==> src/rtl/l2_cacheline_adaptor_if.sv <==
// Bus bundle between the L2 physical-memory port, the cacheline adaptor and burst main memory.
// The adaptor uses the slave view; the L2/memory environment uses the master view.
interface l2_cacheline_adaptor_if #(
  parameter int LINE_WIDTH  = 256,
  parameter int BURST_WIDTH = 64,
  parameter int ADDR_WIDTH  = 32
);
  // L2 side
  logic [LINE_WIDTH-1:0]  line_i;
  logic [LINE_WIDTH-1:0]  line_o;
  logic [ADDR_WIDTH-1:0]  address_i;
  logic                   read_i;
  logic                   write_i;
  logic                   resp_o;
  // Memory side
  logic [BURST_WIDTH-1:0] burst_i;
  logic [BURST_WIDTH-1:0] burst_o;
  logic [ADDR_WIDTH-1:0]  address_o;
  logic                   read_o;
  logic                   write_o;
  logic                   resp_i;

  modport master (
    output line_i, address_i, read_i, write_i, burst_i, resp_i,
    input  line_o, resp_o, burst_o, address_o, read_o, write_o
  );

  modport slave (
    input  line_i, address_i, read_i, write_i, burst_i, resp_i,
    output line_o, resp_o, burst_o, address_o, read_o, write_o
  );
endinterface

==> src/rtl/l2_cacheline_adaptor.sv <==
// Splits one L2 cacheline read/writeback into BEATS memory bursts and reassembles fills.
// One transaction in flight; the single line buffer serves both directions.
module l2_cacheline_adaptor #(
  parameter int LINE_WIDTH  = 256,
  parameter int BURST_WIDTH = 64,
  parameter int ADDR_WIDTH  = 32
) (
  input  logic                    clk,
  input  logic                    reset_n,
  l2_cacheline_adaptor_if.slave   bus
);
  localparam int BEATS       = LINE_WIDTH / BURST_WIDTH;
  localparam int OFFSET_BITS = $clog2(LINE_WIDTH / 8);
  localparam int CNT_W       = (BEATS > 1) ? $clog2(BEATS) : 1;
  localparam logic [CNT_W-1:0] LAST_BEAT = CNT_W'(BEATS - 1);

  typedef enum logic [1:0] {IDLE, READ, WRITE, DONE} state_t;

  state_t                state;
  state_t                next_state;
  logic [CNT_W-1:0]      cnt;
  logic [LINE_WIDTH-1:0] line_buf;
  logic [ADDR_WIDTH-1:0] addr_q;
  logic                  last_beat;

  assign last_beat = bus.resp_i && (cnt == LAST_BEAT);

  // NOTE: sequential state uses non-blocking assignments so every register samples pre-edge values.
  always_ff @(posedge clk) begin
    if (!reset_n) state <= IDLE;
    else          state <= next_state;
  end

  // NOTE: every output of this block is defaulted first, so no path leaves a latch behind.
  always_comb begin
    next_state  = state;
    bus.read_o  = 1'b0;
    bus.write_o = 1'b0;
    bus.resp_o  = 1'b0;
    bus.burst_o = '0;
    case (state)
      IDLE: begin
        // Writeback wins when both requests are raised together.
        if (bus.write_i)     next_state = WRITE;
        else if (bus.read_i) next_state = READ;
      end
      READ: begin
        bus.read_o = 1'b1;
        if (last_beat) next_state = DONE;
      end
      WRITE: begin
        bus.write_o = 1'b1;
        bus.burst_o = line_buf[int'(cnt) * BURST_WIDTH +: BURST_WIDTH];
        if (last_beat) next_state = DONE;
      end
      DONE: begin
        // Requests are deliberately not sampled here; the L2 may already show its next one.
        bus.resp_o = 1'b1;
        next_state = IDLE;
      end
      default: next_state = IDLE;
    endcase
  end

  // NOTE: the line buffer is reset on purpose, because line_o must read zero out of reset.
  always_ff @(posedge clk) begin
    if (!reset_n) begin
      cnt      <= '0;
      line_buf <= '0;
      addr_q   <= '0;
    end else begin
      case (state)
        IDLE: begin
          if (bus.write_i) begin
            line_buf <= bus.line_i;
            addr_q   <= bus.address_i;
            cnt      <= '0;
          end else if (bus.read_i) begin
            addr_q   <= bus.address_i;
            cnt      <= '0;
          end
        end
        READ: begin
          if (bus.resp_i) begin
            line_buf[int'(cnt) * BURST_WIDTH +: BURST_WIDTH] <= bus.burst_i;
            cnt <= cnt + 1'b1;
          end
        end
        WRITE: begin
          if (bus.resp_i) cnt <= cnt + 1'b1;
        end
        default: cnt <= '0;
      endcase
    end
  end

  assign bus.address_o = {addr_q[ADDR_WIDTH-1:OFFSET_BITS], {OFFSET_BITS{1'b0}}};
  assign bus.line_o    = line_buf;

  // An X/undefined state means something upstream is broken; stop the simulation loudly.
  always_ff @(posedge clk) begin
    if (reset_n) begin
      assert (!$isunknown(state))
        else $fatal(1, "l2_cacheline_adaptor: undefined state");
    end
  end
endmodule
==> src/flat_wrapper.sv <==
// flat-port wrapper written by rule: the top's interface ports become plain ports
module l2_cacheline_adaptor_flat 
#(
  parameter int LINE_WIDTH  = 256,
  parameter int BURST_WIDTH = 64,
  parameter int ADDR_WIDTH  = 32
)
  (clk, reset_n, bus_line_i, bus_address_i, bus_read_i, bus_write_i, bus_burst_i, bus_resp_i, bus_line_o, bus_resp_o, bus_burst_o, bus_address_o, bus_read_o, bus_write_o);
  l2_cacheline_adaptor_if #(.LINE_WIDTH(LINE_WIDTH), .BURST_WIDTH(BURST_WIDTH), .ADDR_WIDTH(ADDR_WIDTH)) bus_i ();
  input  logic clk;
  input  logic reset_n;
  input wire logic [$bits(bus_i.line_i)-1:0] bus_line_i;
  input wire logic [$bits(bus_i.address_i)-1:0] bus_address_i;
  input wire logic [$bits(bus_i.read_i)-1:0] bus_read_i;
  input wire logic [$bits(bus_i.write_i)-1:0] bus_write_i;
  input wire logic [$bits(bus_i.burst_i)-1:0] bus_burst_i;
  input wire logic [$bits(bus_i.resp_i)-1:0] bus_resp_i;
  output wire logic [$bits(bus_i.line_o)-1:0] bus_line_o;
  output wire logic [$bits(bus_i.resp_o)-1:0] bus_resp_o;
  output wire logic [$bits(bus_i.burst_o)-1:0] bus_burst_o;
  output wire logic [$bits(bus_i.address_o)-1:0] bus_address_o;
  output wire logic [$bits(bus_i.read_o)-1:0] bus_read_o;
  output wire logic [$bits(bus_i.write_o)-1:0] bus_write_o;
  assign bus_i.line_i = bus_line_i;
  assign bus_i.address_i = bus_address_i;
  assign bus_i.read_i = bus_read_i;
  assign bus_i.write_i = bus_write_i;
  assign bus_i.burst_i = bus_burst_i;
  assign bus_i.resp_i = bus_resp_i;
  assign bus_line_o = bus_i.line_o;
  assign bus_resp_o = bus_i.resp_o;
  assign bus_burst_o = bus_i.burst_o;
  assign bus_address_o = bus_i.address_o;
  assign bus_read_o = bus_i.read_o;
  assign bus_write_o = bus_i.write_o;
  l2_cacheline_adaptor #(.LINE_WIDTH(LINE_WIDTH), .BURST_WIDTH(BURST_WIDTH), .ADDR_WIDTH(ADDR_WIDTH)) u_core (.clk(clk), .reset_n(reset_n), .bus(bus_i));
endmodule
==> config.mk <==
export PLATFORM = sky130hd
export DESIGN_NAME = l2_cacheline_adaptor_flat
export DESIGN_NICKNAME = d
export VERILOG_FILES = /design/src/rtl/l2_cacheline_adaptor_if.sv /design/src/rtl/l2_cacheline_adaptor.sv /design/src/flat_wrapper.sv
export SDC_FILE = /design/constraint.sdc
export NUM_CORES = 1
export LEC_CHECK = 0
export BUFFER_PORTS_ARGS = -buffer_cell sky130_fd_sc_hd__clkbuf_2
export CAP_MARGIN = 20
export CORE_AREA = 3 3 275 277
export CTS_CLUSTER_SIZE = 40
export DETAILED_ROUTE_END_ITERATION = 8
export DIE_AREA = 0 0 278 280
export MAX_ROUTING_LAYER = met4
export SYNTH_ARGS = -nofsm -noshare
export SYNTH_HDL_FRONTEND = slang
export SYNTH_SLANG_ARGS = --single-unit
==> constraint.sdc <==
create_clock -name clk -period 2.9 [get_ports clk]
set_clock_uncertainty 0.15 [all_clocks]
set_input_delay 0.725 -clock clk [delete_from_list [all_inputs] [get_ports clk]]
set_output_delay 0.725 -clock clk [all_outputs]
set_load 0.005 [all_outputs]
Word-level counts from Yosys, hierarchy flattened
Index checks and enable logic that the tools add are counted.
- input port bits: 357
- bits in registers: 292
- output and inout bits: 355
- logic and storage cells: 45
- equality and inequality tests: 9
- shift-type cells: 3
- muxes and demuxes: 18
- reductions and logical operators: 9
- $add $sub $neg: 2
- operators by type and width (cell ; number):
    $mux 256 ; 2
    $pmux 256 s2 ; 1
    $bwmux 256 ; 1
    $shift 64x33->256 const A ; 1
    $shiftx 256x9->64 ; 1
    $shiftx 64x33->256 ; 1
    $mux 32 ; 2
    $mux 64 ; 1
    $neg 8->33 ; 1
    $mux 2 ; 6
    $eq 2x2->1 const B ; 3
    $pmux 2 s3 ; 1
    $reduce_and 2->1 ; 3
    $ne 2x1->1 const B ; 2
    $ne 2x2->1 const B ; 2
    $pmux 2 s2 ; 1
    $reduce_bool 2->1 ; 2
    $mux 1 ; 3
    $ne 3x3->1 const B ; 1
    $reduce_and 3->1 ; 1
    $add 2x1->2 const B ; 1
    $eq 2x1->1 const B ; 1
    $logic_not 2->1 ; 1
    $reduce_or 2->1 ; 1
    $logic_and 1x1->1 ; 1

Logic depth before layout (Yosys ltp)
Gate-level depths: netlist of run 1.
- word-level depth: 5
- mapped depth: 10
- gate-level depth less buffers: 5

Least setup slack after synthesis of run 1
OpenSTA, ideal clock, no wires.
- path kind: reg-to-reg
- start point: register u_core.cnt[1]
- end point: register u_core.line_buf[172], in the netlist u_core.bus.line_o[172]
- stages on the path, launching flop included: 11
- slack: 513 ps
- required time: 2661 ps
- arrival time: 2148 ps
- buffers on the path: 5
- cells stage by stage: dfxtp_1 -> buf_2 -> buf_2 -> inv_1 -> ha_1 -> and3b_1 -> buf_2 -> buf_4 -> buf_2 -> nand3_1 -> a311oi_2
- cells in the longest elaborated chain, start to end: 5
- elaborated cells on any way between the ends: 6
- those cells by class: add/sub (1); shift (2); mux (3)
- ends and longest elaborated chain (what ; line ; RTL):
    from (decl) ; l2_cacheline_adaptor.sv:21 ; logic [CNT_W-1:0] cnt;
    from (signal assigned) ; l2_cacheline_adaptor.sv:86 ; cnt <= cnt + 1'b1;
    from (signal assigned) ; l2_cacheline_adaptor.sv:90 ; if (bus.resp_i) cnt <= cnt + 1'b1;
    $neg 8->33 * ; l2_cacheline_adaptor.sv:85 ; line_buf[int'(cnt) * BURST_WIDTH +: BURST_WIDTH] <= bus.burst_i;
    $shiftx 64x33->256 / $shift 64x33->256 (equally long branches) ; l2_cacheline_adaptor.sv:85 ;
    $bwmux 256 * ; l2_cacheline_adaptor.sv:85 ;
    $mux 256 * ; l2_cacheline_adaptor.sv:84 ; if (bus.resp_i) begin
    $pmux 256 s2 * ; l2_cacheline_adaptor.sv:72 ; case (state)
    to (signal assigned) ; l2_cacheline_adaptor.sv:75 ; line_buf <= bus.line_i;
    to (signal, indexed assignment) ; l2_cacheline_adaptor.sv:85 ;
    to (decl) ; l2_cacheline_adaptor.sv:22 ; logic [LINE_WIDTH-1:0] line_buf;
Mark *: on every way between the ends. The rest lies on a longest branch, timed or not. The select of a mux whose other input is x is not followed.
A chain may end at the register's enable or synchronous reset.

Worst setup path after layout of run 1
- start point: register u_core.cnt[0]
- end point: output bus_burst_o[58]
- cells in the longest elaborated chain, start to end: 2
- ends and longest elaborated chain (what ; line ; RTL):
    $shiftx 256x9->64 ; l2_cacheline_adaptor.sv:53 ; bus.burst_o = line_buf[int'(cnt) * BURST_WIDTH +: BURST_WIDTH];
    $mux 64 ; l2_cacheline_adaptor.sv:41 ; case (state)
    to (decl) ; flat_wrapper.sv:20 ; output wire logic [$bits(bus_i.burst_o)-1:0] bus_burst_o;
Every way passes these cells.

==> out/summary.txt, run 1 <==
Cells after Synth - 1,872
Yosys warnings - 0
RSZ-0062 raised after global routing - yes
Clock slew at reported path FFs - 70 ps
Actual slew at the worst max-slew pin - 1040 ps
Library cells used by synthesis - 39
Filler cell count in the final layout - 7,635
FF-to-FF path depth - 8
Core area - 0.0731 mm^2
Post-CTS Hold Buffers - 0
Sequential Area - 0.00575 mm^2
Wire per inst - 24.5 um
Pin count of the biggest net entering global routing - 124
IO buf count - 701
Hold Fails Final Rpt - 0
Vias in the first global route - 18,088
Critical Path Start Type - register
DR vias/cell - 5.35
Period utilisation layout - 102%
Slew HR - 30.4%
Final Util - 31.9%
Antenna violations before repair - 6
FF+latch count, synth - 287
Routed Antenna Nets - 0
Overflow after GRT - 0
Syn-to-layout area delta - 34.3%
Hold_sp - bus_address_i[22]
Setup Crit Path Kind - register to output pin
Ys flop type - dfxtp_1
Row cnt - 99
Share of post-route cells with drive strength above 1 - 43.7%
Clock H-tree levels - 2
Min Hold Slack - 242 ps
Initial DRC Count - 1,555
Die Width - 278 um
Max Cap Viol - 0
Detailed placement HPWL - 57.5 mm
Fmax - 337 MHz
CP arrival - 2090 ps
Total track usage - 21.0%
Die Y - 280 um
TritonCTS clock tree - yes
Crit. End Element - output pin
Post-synth EDFFs - 0
Hold Crit Depth - 3
Area of the multi-input gates - 0.0103 mm^2
Min cycle time layout - 2970 ps
Root Buffer - clkbuf_16
Setup ws final - -69.0 ps
Leak pwr - 9.67 nW
Die area - 0.0778 mm^2
Worst r2r src - u_core.cnt[0]$_SDFFE_PN0P_
R2R Path End - u_core.bus.line_o[139]$_SDFFE_PN0P_
FFs w/ async S/R, synth - 0%
GPL Wtd Cong - 0.883
Io pins - 712
First-pass GRT wire length - 122 mm
DR vias - 18,390
Initial Util - 23.8%
Final Slew Violations - 0
Drt drc - 0
WL final - 84.2 mm
Post-synthesis average cell area - 9.28 um^2
Status - finished with violations
CP max FO - 10
CTS Sinks - 287
Drt first pass iters - 5
Setup slack, reg-to-reg - 220 ps
Final setup viols - 25
Clk Latency, worst-skew pair - 550 ps
Peak VDD IR - 0.871 mV
WHS Endpoint - u_core.addr_q[22]$_SDFFE_PN0P_
Syn Std Cell Area - 0.0174 mm^2
PD cells - 1070 mW/mm^2
Num CTS Buffers - 35
Post-synthesis sequential area ratio - 33.1%
Clock Tree Buf Depth - 3
Min-Delay Path Class - input port to register
Failing checks - setup timing
Total Nets Final - 2,814
Worst endpoint required time - 2030 ps
how the worst max path moves through the flow:
stage	startpoint	endpoint	slack (ps)
global route	u_core.cnt[0]$_SDFFE_PN0P_	bus_burst_o[58]	-150
floorplan	u_core.cnt[1]$_SDFFE_PN0P_	u_core.bus.line_o[172]$_SDFFE_PN0P_	510
finish	u_core.cnt[0]$_SDFFE_PN0P_	bus_burst_o[58]	-70
CTS	u_core.cnt[0]$_SDFFE_PN0P_	bus_burst_o[48]	-150
detailed placement	bus_write_i	u_core.bus.line_o[70]$_SDFFE_PN0P_	280
global placement	bus_write_i	u_core.bus.line_o[125]$_SDFFE_PN0P_	290
repair_timing:
action                                  CTS  global route
endpoints found under the setup margin   64            64
gates resized for setup                  12            45
cloned                                    3             1
endpoints found under the hold margin     0             0
setup buffers                             3             2
synth_stat cells, drive strengths merged (4+ instances only):
master,count,area share (%)
a21bo,4,0.23
a21oi,156,4.5
a311oi,127,11
and2,69,2.5
buf,118,4.6
clkbuf,122,2.6
dfxtp,287,33
ha,10,0.72
inv,67,1.4
mux4,64,8.3
nand2,55,1.2
nand2b,255,9.2
nand3,254,7.3
nor2b,7,0.25
nor3,61,1.8
nor3b,4,0.17
nor4,61,2.2
o21ai,5,0.14
o221a,129,8.4
cell usage in the layout (no fill, tap or decap), types with 6 or more instances in the layout:
master / instances
a21oi_1: 156
a311oi_1: 7
a311oi_2: 120
and2_1: 30
and2_4: 39
buf_12: 29
buf_4: 39
buf_6: 8
clkbuf_16: 38
clkbuf_2: 693
clkbuf_8: 12
dfxtp_1: 285
diode_2: 6
ha_1: 7
inv_1: 66
mux4_2: 64
nand2_1: 54
nand2b_1: 254
nand3_1: 254
nor2b_1: 6
nor3_1: 61
nor4_1: 61
o221a_1: 120
o221a_2: 9
report_power, final:
| part | switching, mW | total, mW | internal [mW] |
|---|---|---|---|
| sequential | 1.58 | 7.08 | 5.51 |
| clock | 1.90 | 4.79 | 2.89 |
| combinational | 7.49 | 13.2 | 5.71 |
per-stage QoR:
stage	worst slack [ps]	TNS [ps]	area, um^2	power, mW	std cells
4_1_cts	-150	-5820	23200	25.0	3429
3_3_place_gp	294	0	21800	19.9	3362
5_1_grt	-148	-4560	23300	26.4	3436
6_report	-69.0	-410	23300	25.1	3436
2_1_floorplan	513	0	17400	15.0	1876
3_5_place_dp	281	0	21800	20.0	3362
logic make-up (layout without fill, tap and decap cells):
family / Yosys count / after routing / share of synthesized area (%)
mux: 65 / 65 / 8.38
flops: 287 / 287 / 33.1
buf+inv: 307 / 902 / 8.65
other cells: 1 / 11 / 0.0216
compound gates: 428 / 428 / 24.3
fa+ha+maj: 10 / 10 / 0.720
simple gates: 774 / 774 / 24.9
worst max-delay path, cell delays in order, from the launching register on:
cell      delay (ps)
dfxtp_4          400
buf_12           150
buf_16           160
mux4_2           540
and2_1           170
clkbuf_2         130
registers in the layout, summed over array words and instances (netlist names):
| signal | flops |
|---|---|
| u_core.addr_q | 27 |
| u_core.cnt | 2 |
| u_core.bus.line_o | 256 |
| u_core.state | 2 |
per-layer routing:
| metal | share of wire, % | track usage (%) |
|---|---|---|
| met1 | 41 | 26.3 |
| met2 | 47 | 33.7 |
| met3 | 8.2 | 3.88 |
| met4 | 3.9 | 8.18 |
| met5 | 0 | - |
cell type report:
class | count | area share, %
timing repair buffer | 774 | 19.5
sequential | 287 | 24.6
multi-input combinational | 1282 | 44.3
clock buffer | 52 | 4.72
antenna | 6 | 0.0643
inverter | 67 | 1.11
clock inverter | 9 | 0.525
tap | 959 | 5.14
(Power assumes the default switching activity.)
==> run 2, diff against run 1 <==
Settings changed: CORE_AREA 3 3 275 277 to 3 3 273 275, DIE_AREA 0 0 278 280 to 0 0 276 278.
==> run 2 against run 1 <==
Net effect:
- the run still ends with setup timing left
- cell count is essentially flat
- maximum frequency down 0.95%
- global-route usage increased by 0.55 points
- utilization up 0.25 points
- first-iteration DRC count increased by 3.8%
- critical path type unchanged
- critical endpoint is now bus_burst_o[1]
- largest power group unchanged
- highest routed layer unchanged
==> out/summary.txt, run 2 (synthesis gave the netlist of run 1 again) <==
Critical Path Start Type - register
Largest stage delay on the critical path - 550 ps
Slowest CP cell - mux4_2
Total Nets Final - 2,818
Total track usage - 21.6%
Min Hold Slack - 249 ps
Leak pwr - 9.70 nW
FF-to-FF path depth - 7
Actual slew at the worst max-slew pin - 1060 ps
Final setup viols - 56
Post-CTS Hold Buffers - 0
First-pass GRT wire length - 124 mm
Die Width - 276 um
Switching share of power - 43.8%
PD cells - 1080 mW/mm^2
Setup Crit Path Kind - register to output pin
Status - finished with violations
Root Buffer - clkbuf_16
Die Y - 278 um
Pin count of the biggest net entering global routing - 127
Period utilisation layout - 103%
Clock Tree Buf Depth - 3
TNS Setup - -2070 ps
Slew HR - 29.1%
CP Launch Point - u_core.cnt[0]$_SDFFE_PN0P_
Hold Fails Final Rpt - 0
Initial Util - 23.9%
Clock slew at reported path FFs - 60 ps
Syn-to-layout area delta - 34.4%
Crit. End Element - output pin
Wire per inst - 24.7 um
CP max FO - 7
Row cnt - 99
Detailed placement HPWL - 58.0 mm
Num CTS Buffers - 37
Worst r2r src - u_core.cnt[0]$_SDFFE_PN0P_
DR vias - 18,294
Peak VDD IR - 0.752 mV
P_int - 14.2 mW
R2R Path End - u_core.bus.line_o[225]$_SDFFE_PN0P_
Highest-count cells in the layout ignoring fill and taps - clkbuf_2 (697), dfxtp_1 (285), nand2b_1 (254), nand3_1 (254), a21oi_1 (156)
Setup slack, reg-to-reg - 120 ps
CP arrival - 2120 ps
WL final - 85.0 mm
Clk Latency, worst-skew pair - 540 ps
Min cycle time layout - 3000 ps
Max FFs per register - 256
Logic gate share of total power - 53.0%
Final Slew Violations - 0
Min-Delay Path Class - input port to register
RSZ-0062 raised after global routing - yes
Share of post-route cells with drive strength above 1 - 43.8%
CTS Sinks - 287
Commonest non-fill, non-tap cell in the layout - clkbuf_2
Placement Cell Area - 0.0217 mm^2
Antenna violations before repair - 3
Die area - 0.0767 mm^2
Final non-filler cell area - 0.0234 mm^2
GPL Wtd Cong - 0.874
IO buf count - 701
Net Switching - 11.0 mW
Fmax - 334 MHz
Sequential Area - 0.00575 mm^2
Io pins - 712
Drt first pass iters - 5
Max Cap Viol - 0
Overflow after GRT - 0
Setup ws final - -97.6 ps
Vias in the first global route - 18,115
Routed Antenna Nets - 0
Filler cell count in the final layout - 7,687
Register share of total power - 28.2%
Failing checks - setup timing
Area of the multi-input gates - 0.0103 mm^2
Clock share of power - 18.8%
Cell breakdown of the critical path - buf_4 -> buf_8 -> mux4_2 -> and2_1 -> clkbuf_2
TritonCTS clock tree - yes
CP endpoint - bus_burst_o[1]
Core area - 0.0726 mm^2
DR vias/cell - 5.32
Worst endpoint required time - 2030 ps
Drt drc - 0
Initial DRC Count - 1,614
Clock H-tree levels - 2
run 2: cell types whose count changed in the layout (fill, tap and decap cells not counted), sizes merged:
cell | before | now
clkinv | 5 | 11
buf | 80 | 77
diode | 6 | 4
bufbuf | 0 | 1
clkbuf | 746 | 747
clkinvlp | 1 | 0
inv | 67 | 68
run 2: layer usage:
layer	vias to the layer above	global-route usage (%)	part of all wire, %
met1	8912	27.2	41
met5	-	-	0
met2	1033	34.9	48
met3	176	3.60	7.5
li1	8173	-	-
met4	0	7.85	3.6
run 2: cell type report:
type                       instances  share of cell area [%]
inverter                          67                    1.11
timing repair buffer             776                    19.6
sequential                       287                    24.6
clock inverter                    15                   0.707
antenna                            4                  0.0428
clock buffer                      49                    4.50
multi-input combinational       1282                    44.2
tap                              959                    5.14
run 2: how the worst min path moves through the flow:
stage / from / end / depth (start not counted)
floorplan: u_core.addr_q[10]$_SDFFE_PN0P_ / u_core.addr_q[10]$_SDFFE_PN0P_ / 2
global placement: u_core.addr_q[9]$_SDFFE_PN0P_ / u_core.addr_q[9]$_SDFFE_PN0P_ / 2
detailed placement: u_core.addr_q[9]$_SDFFE_PN0P_ / u_core.addr_q[9]$_SDFFE_PN0P_ / 2
CTS: bus_address_i[20] / u_core.addr_q[20]$_SDFFE_PN0P_ / 3
global route: bus_address_i[26] / u_core.addr_q[26]$_SDFFE_PN0P_ / 3
finish: bus_address_i[29] / u_core.addr_q[29]$_SDFFE_PN0P_ / 3
run 2: power groups by stage:
stage	clock network, mW	registers, mW	logic, mW
finish	4.75	7.10	13.3
detailed placement	0	7.11	13.0
global placement	0	7.10	12.8
CTS	4.86	7.05	13.2
floorplan	0	6.63	8.35
global route	5.00	7.23	14.3
run 2: what timing repair did:
action,in CTS,in global routing
hold endpoints to repair,0,0
pin swaps,0,0
endpoints found under the setup margin,64,64
resized for setup,23,29
buffers inserted,11,3
cloned,3,1
run 2: metrics by stage:
stage	power [mW]	utilization [%]	setup slack, ps	std cells
2_1_floorplan	15.0	-	513	1876
4_1_cts	25.1	32.0	-150	3432
5_1_grt	26.5	32.2	-156	3438
3_5_place_dp	20.1	29.9	275	3354
3_3_place_gp	19.9	29.9	309	3354
6_report	25.2	32.2	-97.6	3439
run 2: critical path: cells and delay by family, from the launching register on:
kind / cells / cell delay [ps]
buffers and inverters: 3 / 400
flip-flops: 1 / 440
multiplexers: 1 / 550
AND/OR/NAND/NOR: 1 / 190
==> run 3, diff against run 2 <==
Settings changed: CORE_AREA 3 3 273 275 to 3 3 277 279, DIE_AREA 0 0 276 278 to 0 0 280 282.
Clock period 2.9 ns to 2.5 ns, I/O delays scaled along.
==> run 3 against run 2 <==
Net effect:
- the flow still finishes with violations (setup timing)
- cell area up 1.1%
- largest power group unchanged
- count of clock-buffer cells in the layout is 4 higher
- sequential power rose by 15%
- register-to-register slack about the same
- sequential cell count unchanged
- total power is 16% higher
- critical path depth unchanged
- highest routed layer unchanged
==> out/summary.txt, run 3 (synthesis gave the netlist of run 1 again) <==
Status - finished with violations
Failing checks - setup timing
Share of post-route cells with drive strength above 1 - 43.5%
WL final - 84.4 mm
Initial DRC Count - 1,431
Io pins - 712
Initial Util - 23.3%
DR vias - 18,688
Final Util - 31.7%
Commonest non-fill, non-tap cell in the layout - clkbuf_2
PD cells - 1240 mW/mm^2
Filler cell count in the final layout - 7,820
Setup ws final - -397 ps
Root Buffer - clkbuf_16
Highest-count cells in the layout ignoring fill and taps - clkbuf_2 (699), dfxtp_1 (285), nand2b_1 (254), nand3_1 (254), a21oi_1 (156)
Vias in the first global route - 18,382
Num CTS Buffers - 35
DR vias/cell - 5.36
Pre-CTS setup slack - 128 ps
Final setup viols - 64
Total track usage - 20.7%
Period utilisation layout - 116%
Row cnt - 100
Detailed placement HPWL - 60.2 mm
Critical Path Start Type - register
Min cycle time layout - 2900 ps
Final Slew Violations - 0
Clock Tree Buf Depth - 3
Overflow after GRT - 0
Clock H-tree levels - 2
Drt first pass iters - 6
Crit. End Element - output pin
Min-Delay Path Class - input port to register
Max Cap Viol - 0
GPL Wtd Cong - 0.869
IO buf count - 701
Leak pwr - 9.85 nW
Max FFs per register - 256
CTS Sinks - 287
Total Nets Final - 2,858
Wire per inst - 24.2 um
Peak VDD IR - 0.717 mV
Hold Fails Final Rpt - 0
Routed Antenna Nets - 0
CP arrival - 2120 ps
Clk Latency, worst-skew pair - 540 ps
First-pass GRT wire length - 121 mm
Setup Crit Path Kind - register to output pin
Slew HR - 30.7%
CP max FO - 17
Core area - 0.0744 mm^2
Die area - 0.0790 mm^2
Worst endpoint required time - 1730 ps
Syn-to-layout area delta - 35.9%
Pin count of the biggest net entering global routing - 120
Die Y - 282 um
Antenna violations before repair - 3
Clock slew at reported path FFs - 60 ps
Drt drc - 0
Die Width - 280 um
Fmax - 345 MHz
RSZ-0062 raised after global routing - yes
TritonCTS clock tree - yes
Actual slew at the worst max-slew pin - 1040 ps
==> run 3: layer usage <==
layer	part of all wire, %	global-route usage (%)	wire, um	up-vias
met5	0	-	0	-
met4	4.6	9.81	3890	0
met3	8.1	3.82	6830	218
met2	47	32.6	39600	1038
met1	40	25.6	34200	9187
li1	-	-	-	8245
==> run 3: cell type report <==
type	count	area (um^2)	area share, %
antenna	2	5.00	0.0212
timing repair buffer	818	5010	21.2
clock buffer	53	1010	4.29
sequential	287	5750	24.4
inverter	67	259	1.10
multi-input combinational	1282	10300	43.5
tap	969	1210	5.13
clock inverter	8	76.3	0.323
==> run 3: report_power, final <==
| group | leakage [nW] | switching [mW] | internal [mW] |
|---|---|---|---|
| clock network | 0.538 | 2.19 | 2.90 |
| registers | 2.38 | 1.78 | 6.39 |
| logic | 6.94 | 8.93 | 7.09 |
| total | 9.85 | 12.9 | 16.4 |
==> run 3: critical path, cell delays in order, from the launching register on <==
cell and delay [ps]:
dfxtp_4 380, buf_12 200, buf_4 150, mux4_2 520, and2_1 180, clkbuf_2 130
==> run 3: worst paths after layout <==
path	startpoint	to	slack, ps	depth (start not counted)
setup / recovery	u_core.cnt[0]$_SDFFE_PN0P_	bus_burst_o[58]	-400	5
hold / removal	bus_address_i[31]	u_core.addr_q[31]$_SDFFE_PN0P_	160	3
setup reg to reg	u_core.state[0]$_SDFFE_PN0P_	u_core.bus.line_o[234]$_SDFFE_PN0P_	110	9
hold reg to reg	u_core.addr_q[20]$_SDFFE_PN0P_	u_core.addr_q[20]$_SDFFE_PN0P_	300	2
==> run 3: per-stage QoR <==
| step | total power, mW | instances | instance area (um^2) | hold slack (ps) | setup TNS (ps) |
|---|---|---|---|---|---|
| after floorplan | 17.4 | 1876 | 17400 | 303 | 0 |
| after CTS | 29.2 | 3478 | 23500 | 112 | -24320 |
| final | 29.3 | 3486 | 23600 | 156 | -21960 |
| after global placement | 23.4 | 3403 | 22200 | 293 | 0 |
| after global routing | 30.7 | 3485 | 23600 | 131 | -25910 |
| after detailed placement | 23.7 | 3404 | 22300 | 295 | 0 |
==> run 3: what timing repair did <==
item | CTS | global route
hold buffers | 0 | 0
endpoints found under the setup margin | 65 | 64
gates resized for setup | 17 | 6
setup buffers | 11 | 6
gates cloned | 2 | 0
pin swaps | 1 | 0
